**src/rtl/sar_search.sv**
```systemverilog
// Successive-approximation searcher: drives a probe into a magnitude comparator
// and binary-searches for the target, reporting found/not-found/error with a done pulse.
module sar_search #(
  parameter int WIDTH   = 4,
  parameter int CMP_LAT = 1
) (
  input  logic             clk,
  input  logic             reset,
  input  logic             start,
  input  logic [1:0]       cmp_code,
  output logic [WIDTH-1:0] probe,
  output logic             busy,
  output logic             done,
  output logic             found,
  output logic [WIDTH-1:0] result,
  output logic             err,
  output logic [1:0]       state_dbg
);

  localparam int CW = (CMP_LAT < 2) ? 1 : $clog2(CMP_LAT + 1);
  localparam logic [WIDTH-1:0] MAXV = '1;

  typedef enum logic [1:0] {
    IDLE = 2'd0,
    WAIT = 2'd1,
    DONE = 2'd2
  } state_t;

  state_t           state, state_n;
  logic [WIDTH-1:0] lo, lo_n, hi, hi_n, probe_n, result_n;
  logic [CW-1:0]    cnt, cnt_n;
  logic             found_n, err_n;
  logic [WIDTH:0]   lo_x, hi_x, sum_x;

  always_ff @(posedge clk or negedge reset) begin
    if (!reset) begin
      state  <= IDLE;
      lo     <= '0;
      hi     <= MAXV;
      probe  <= '0;
      cnt    <= '0;
      found  <= 1'b0;
      result <= '0;
      err    <= 1'b0;
    end else begin
      state  <= state_n;
      lo     <= lo_n;
      hi     <= hi_n;
      probe  <= probe_n;
      cnt    <= cnt_n;
      found  <= found_n;
      result <= result_n;
      err    <= err_n;
    end
  end

  // Bounds arithmetic is one bit wider so lo+hi and the +/-1 steps never wrap.
  always_comb begin
    state_n  = state;
    lo_n     = lo;
    hi_n     = hi;
    probe_n  = probe;
    cnt_n    = cnt;
    found_n  = found;
    result_n = result;
    err_n    = err;
    lo_x     = {1'b0, lo};
    hi_x     = {1'b0, hi};
    sum_x    = '0;
    unique case (state)
      IDLE: begin
        if (start) begin
          lo_n     = '0;
          hi_n     = MAXV;
          sum_x    = {1'b0, MAXV};
          probe_n  = sum_x[WIDTH:1];
          found_n  = 1'b0;
          result_n = '0;
          err_n    = 1'b0;
          cnt_n    = CW'(CMP_LAT);
          state_n  = WAIT;
        end
      end
      WAIT: begin
        cnt_n = cnt - CW'(1);
        if (cnt == CW'(1)) begin
          state_n = DONE;
          case (cmp_code)
            2'b00: begin
              found_n  = 1'b1;
              result_n = probe;
            end
            2'b10: begin
              if (probe != MAXV) begin
                lo_x = {1'b0, probe} + (WIDTH+1)'(1);
                lo_n = lo_x[WIDTH-1:0];
                if (lo_x <= hi_x) begin
                  sum_x   = lo_x + hi_x;
                  probe_n = sum_x[WIDTH:1];
                  cnt_n   = CW'(CMP_LAT);
                  state_n = WAIT;
                end
              end
            end
            2'b01: begin
              if (probe != '0) begin
                hi_x = {1'b0, probe} - (WIDTH+1)'(1);
                hi_n = hi_x[WIDTH-1:0];
                if (lo_x <= hi_x) begin
                  sum_x   = lo_x + hi_x;
                  probe_n = sum_x[WIDTH:1];
                  cnt_n   = CW'(CMP_LAT);
                  state_n = WAIT;
                end
              end
            end
            default: begin
              err_n   = 1'b1;
              found_n = 1'b0;
            end
          endcase
        end
      end
      DONE:    state_n = IDLE;
      default: state_n = IDLE;
    endcase
  end

  always_comb begin
    busy      = (state == WAIT);
    done      = (state == DONE);
    state_dbg = state;
  end

endmodule

```
**config.mk**
```make
export PLATFORM = sky130hd
export DESIGN_NAME = sar_search
export DESIGN_NICKNAME = d
export VERILOG_FILES = /design/src/rtl/sar_search.sv
export SDC_FILE = /design/constraint.sdc
export NUM_CORES = 1
export LEC_CHECK = 0
export ABC_AREA = 1
export BUFFER_PORTS_ARGS = -buffer_cell sky130_fd_sc_hd__buf_2
export CORE_AREA = 5 5 57 85
export DETAILED_ROUTE_END_ITERATION = 10
export DIE_AREA = 0 0 62 90
export MAX_ROUTING_LAYER = met4
export PLACE_DENSITY = 0.71
export SLEW_MARGIN = 20
export SYNTH_ARGS = -nofsm -noshare
export SYNTH_HDL_FRONTEND = slang
export SYNTH_SLANG_ARGS = --single-unit
```
**constraint.sdc**
```tcl
create_clock -name clk -period 3.78 [get_ports clk]
set_input_delay 0.189 -clock clk [delete_from_list [all_inputs] [get_ports clk]]
set_output_delay 0.189 -clock clk [all_outputs]
set_load 0.005 [all_outputs]
```
Word-level counts from Yosys, hierarchy flattened --
Cells that the tools add are included. W data, S select, Z words.
Cells by class: $add $sub $neg 5, magnitude comparators 2, equal/unequal tests 19, multiplexer cells 44, reductions and logical operators 14
Operators by type and width (count):
- $mux W4 | 16
- $pmux W4 S2 | 5
- $mux W2 | 6
- $ne A2 B1 Y1 const B | 6
- $ne A3 B3 Y1 const B | 4
- $reduce_and A4 Y1 | 3
- $mux W1 | 10
- $pmux W1 S2 | 5
- $reduce_and A5 Y1 | 2
- $pmux W2 S2 | 2
- $reduce_and A8 Y1 | 1
- $ne A2 B2 Y1 const B | 3
- $add A4 B1 Y5 const B | 1
- $add A4 B5 Y5 | 1
- $add A5 B4 Y5 | 1
- $le A4 B5 Y1 | 1
- $le A5 B4 Y1 | 1
- $sub A4 B1 Y5 const B | 1
- $eq A2 B1 Y1 const B | 2
- $eq A2 B2 Y1 const B | 2
- $logic_not A2 Y1 | 2
- $ne A4 B4 Y1 const B | 1
- $reduce_and A2 Y1 | 2
- $reduce_bool A4 Y1 | 1
- 5 further kinds | 5
Word-level totals: register bits 21, output and inout port bits 14

Longest topological paths before layout --
depth after elaboration 7, gate-level depth with buffers 15

Worst setup path before layout --
Ideal clock, no wire load.
path kind register to register, start register probe[0], end register probe[0], setup time 117 ps, arrival time 2064 ps, setup slack 1599 ps, cell stages (with the launch flop) 14, buffers on the path 0, period minus slack after synthesis 2181 ps, path through dfrtp_1 -> inv_1 -> ha_1 -> xnor2_1 -> inv_1 -> ha_1 -> nor2_1 -> a21oi_1 -> nand2_1 -> nand2_2 -> nand2_4 -> nand3_4 -> nand3_1 -> nand2_1
On the way: cells in the longest elaborated chain, start to end 7, elaborated cells between the ends (all ways) 20, those cells by class add/sub (4); order compare (2); eq/ne (5); mux (7); reduce/logical (2)
RTL lines:
- start: declaration | RTL line 11 | output logic [WIDTH-1:0] probe,
- start signal: assignment | RTL line 49 | probe <= probe_n;
- $sub A4 B1 Y5 or $add A4 B1 Y5 (tied branches) | RTL line 107, 95
- $add A4 B5 Y5 or $add A5 B4 Y5 (tied branches) | RTL line 110, 98
- $mux W4, on equally long branches | RTL line 109, 97
- $mux W4, on equally long branches | RTL line 106, 94
- $pmux W4 S2 | RTL line 88 | case (cmp_code)
- $mux W4 | RTL line 86 | if (cnt == CW'(1)) begin
- $pmux W4 S2 | RTL line 70 | unique case (state)
Several ways; a longest one is shown, not always the timed one. The select of a mux whose other input is x is not followed. A chain may end at the register's enable or synchronous reset.

Worst setup path in the final report --
start register probe[0], end register probe[3]
Same word-level chain as after synthesis.

==> flow_summary.toml <==
[run_status]
status = "finished, final reports clean"

[synthesis]
ys.flop_type = "dfrtp_1"
yosysTopAreaCell = "dfrtp_1"
ys_seq_area_share_pct = 30.99
synth_top_area_share_pct = 24.85
ys_ff_latch = 21
synth_cells = 219
muxShareOfSynthArea_pct = 0
synth_edf_count = 0
yosys.area_share.simple_pct = 25.15
synth_cell_types = 29
mappedNetlistNets = 248
synth_area_leaders = "dfrtp_1, ha_1, nand2_1, inv_1, nand3_1"
synth_top_family_by_area = "simple AND/OR/NAND/NOR gates"
ys_warn_count = 0
async_flop_share_pct = 100.0
synth-xor-area-share_pct = 1.535
netlist_area_um2 = 1712
synth-compound-area-share_pct = 13.74
synth_fa_ha_area_share_pct = 18.42
syn_area_per_cell_um2 = 7.816

[grt]
grt_usage_pct = 17.83
grt_max_degree = 22
grt_pass1_vias = 1561
grt_overflow_total = 0
antenna_found_initial = 0
grt_first_pass_wirelength_mm = 7.293

[floorplanning]
ioPinCount = 19
coreArea_um2 = 4064
dieArea_um2 = 5580
die_w_um = 62
rows = 29
die_h_um = 90
start_util_pct = 42.12

[timing]
hold_viol_final = 0
layout_setup_ws_ps = 1203
rsz0062_at_grt = "false"
period_minus_slack_ps = 2577
period_share_pct = 68.17
setup_tns_ps = 0
finalClockSkew_ps = 9.340
setup_viol = 0
slew_headroom_pct = 67.15
tightest_slew_ps = 489.4
fmax_mhz = 388.1
slew_viol_final = 0
fin_hold_ws_ps = 348.9

[pwr]
p_per_area_nw_per_um2 = 1017
p_leak_nw = 1.053
vdd_ir_drop_max_mv = 0.5032

[job]
drv_cap = 0

[clock_tree]
tritoncts = "done"
post_cts_buffers = 0
cts_buffers = 3
cts_buffer_depth = 2
root_buffer = "clkbuf_8"
cts.repair.resized = 0
clock-sinks = 21
clkTransAtPathRegs_ps = 80
htree_num_levels = 1
ctsHoldBuffers = 1
worstSkewPairLatency_ps = 270

[drt]
drc = 0
num_vias = 1497
dr.pass1.iters = 4
vias_per_cell = 5.216
drtIter0Drc = 66
wl_mm = 4.373
wl_per_cell_um = 15.24
antenna_left = 0

[worst_setup_path]
end_kind = "flop"
critPathArrivalTime_ps = 2780
start_kind = "flop"
rrSetupSlack_ps = 1200
path_class = "flop to flop"
worstPathRequired_ps = 3980
crit_fanout = 8

[cells_and_area]
nets = 271
insertedDiodeCount = 0
fillers = 445
area_delta_synth_final_pct = 11.26
drive_gt1_share_pct = 18.26
fin_util_pct = 46.86

[place]
dp_hpwl_mm = 3.564
numPortBuffers = 18
place_congestion = 1.029
pre_cts_ws_ps = 1277

[min_path]
hold_class = "primary input to flop"
## layout make-up
class,count,area (um2),area share (%)
Clock inverter,1,5.005,0.2628
Multi-Input combinational cell,155,1007,52.89
Inverter,42,162.7,8.541
Sequential cell,21,530.5,27.86
Tap cell,46,57.56,3.022
Clock buffer,3,41.29,2.168
Timing Repair Buffer,19,100.1,5.256
## stage by stage
step	power (W)	cell area, um2	instances
5_1_grt	0.002165	1904	287
4_1_cts	0.001944	1904	287
2_1_floorplan	0.001414	1712	219
3_3_place_gp	0.001773	1848	282
3_5_place_dp	0.001782	1848	282
6_report	0.001936	1904	287
## where the power goes
group          internal, W  switching [W]
combinational     0.000479       0.000865
clock            0.0000736      0.0000787
sequential        0.000335       0.000104
## layer usage
layer / vias up / GRT usage (%) / wire (um)
met1: 706 / 20.38 / 1696
li1: 744 / - / -
met2: 33 / 30.10 / 2425
met3: 14 / 2.292 / 113
met4: 0 / 6.903 / 137
met5: - / - / 0
## cells in the mapped netlist (3+ instances only)
cell / instances
nand2_1: 46
inv_1: 36
nand3_1: 23
ha_1: 22
dfrtp_1: 17
nor2_1: 15
a21oi_1: 11
o21ai_1: 7
inv_2: 5
dfstp_2: 4
nand2_4: 4
o21ai_0: 4
a22oi_1: 3
o31ai_1: 3
## sequential cells by signal (all words and copies together) (netlist names)
register   count
probe          4
found          1
result         4
state_dbg      2
hi             4
lo             4
cnt            1
err            1
## cell usage in the layout (no fill, tap or decap), types with 2 or more instances in the layout
cell type / synthesis / final
ha_1: 22 / 22
a21oi_1: 11 / 11
fa_1: 2 / 2
o22ai_1: 2 / 2
inv_2: 5 / 5
nand2_4: 4 / 4
nand3_1: 23 / 23
nor2_1: 15 / 15
nand2_1: 46 / 46
o21ai_0: 4 / 4
o21ai_1: 7 / 7
buf_2: 0 / 18
inv_1: 36 / 36
nand2_2: 2 / 2
dfstp_2: 4 / 4
o31ai_1: 3 / 3
dfrtp_1: 17 / 17
clkbuf_8: 0 / 3
xor2_1: 2 / 2
a22oi_1: 3 / 3
## worst paths after layout
path,from,endpoint,cells after the start
min,cmp_code[1],err$_DFFE_PN0P_,4
max in group asynchronous,reset,hi[0]$_DFFE_PN1P_,2
min reg2reg,result[3]$_DFFE_PN0P_,result[3]$_DFFE_PN0P_,2
min in group asynchronous,reset,probe[0]$_DFFE_PN0P_,2
max reg2reg,probe[0]$_DFFE_PN0P_,probe[3]$_DFFE_PN0P_,14
max,probe[0]$_DFFE_PN0P_,probe[3]$_DFFE_PN0P_,14
## worst max-delay path, cell delays in order, from the launching register on
cell,delay (ps)
dfrtp_1,480
inv_1,180
ha_1,290
xnor2_1,270
inv_1,100
ha_1,340
nand2_1,110
nand2_1,60
a21oi_1,180
inv_1,60
nand2_1,60
nand3_1,60
nor2_1,110
nand3_1,120
nand2_1,90
## cell families after synthesis
group / count (synthesis)
AOI/OAI and AO/OA: 35
xor gates and xnor gates: 3
adders and majority gates: 24
buffers and inverters: 43
DFF: 21
and+or+nand+nor: 93
(Power assumes the default switching activity.)
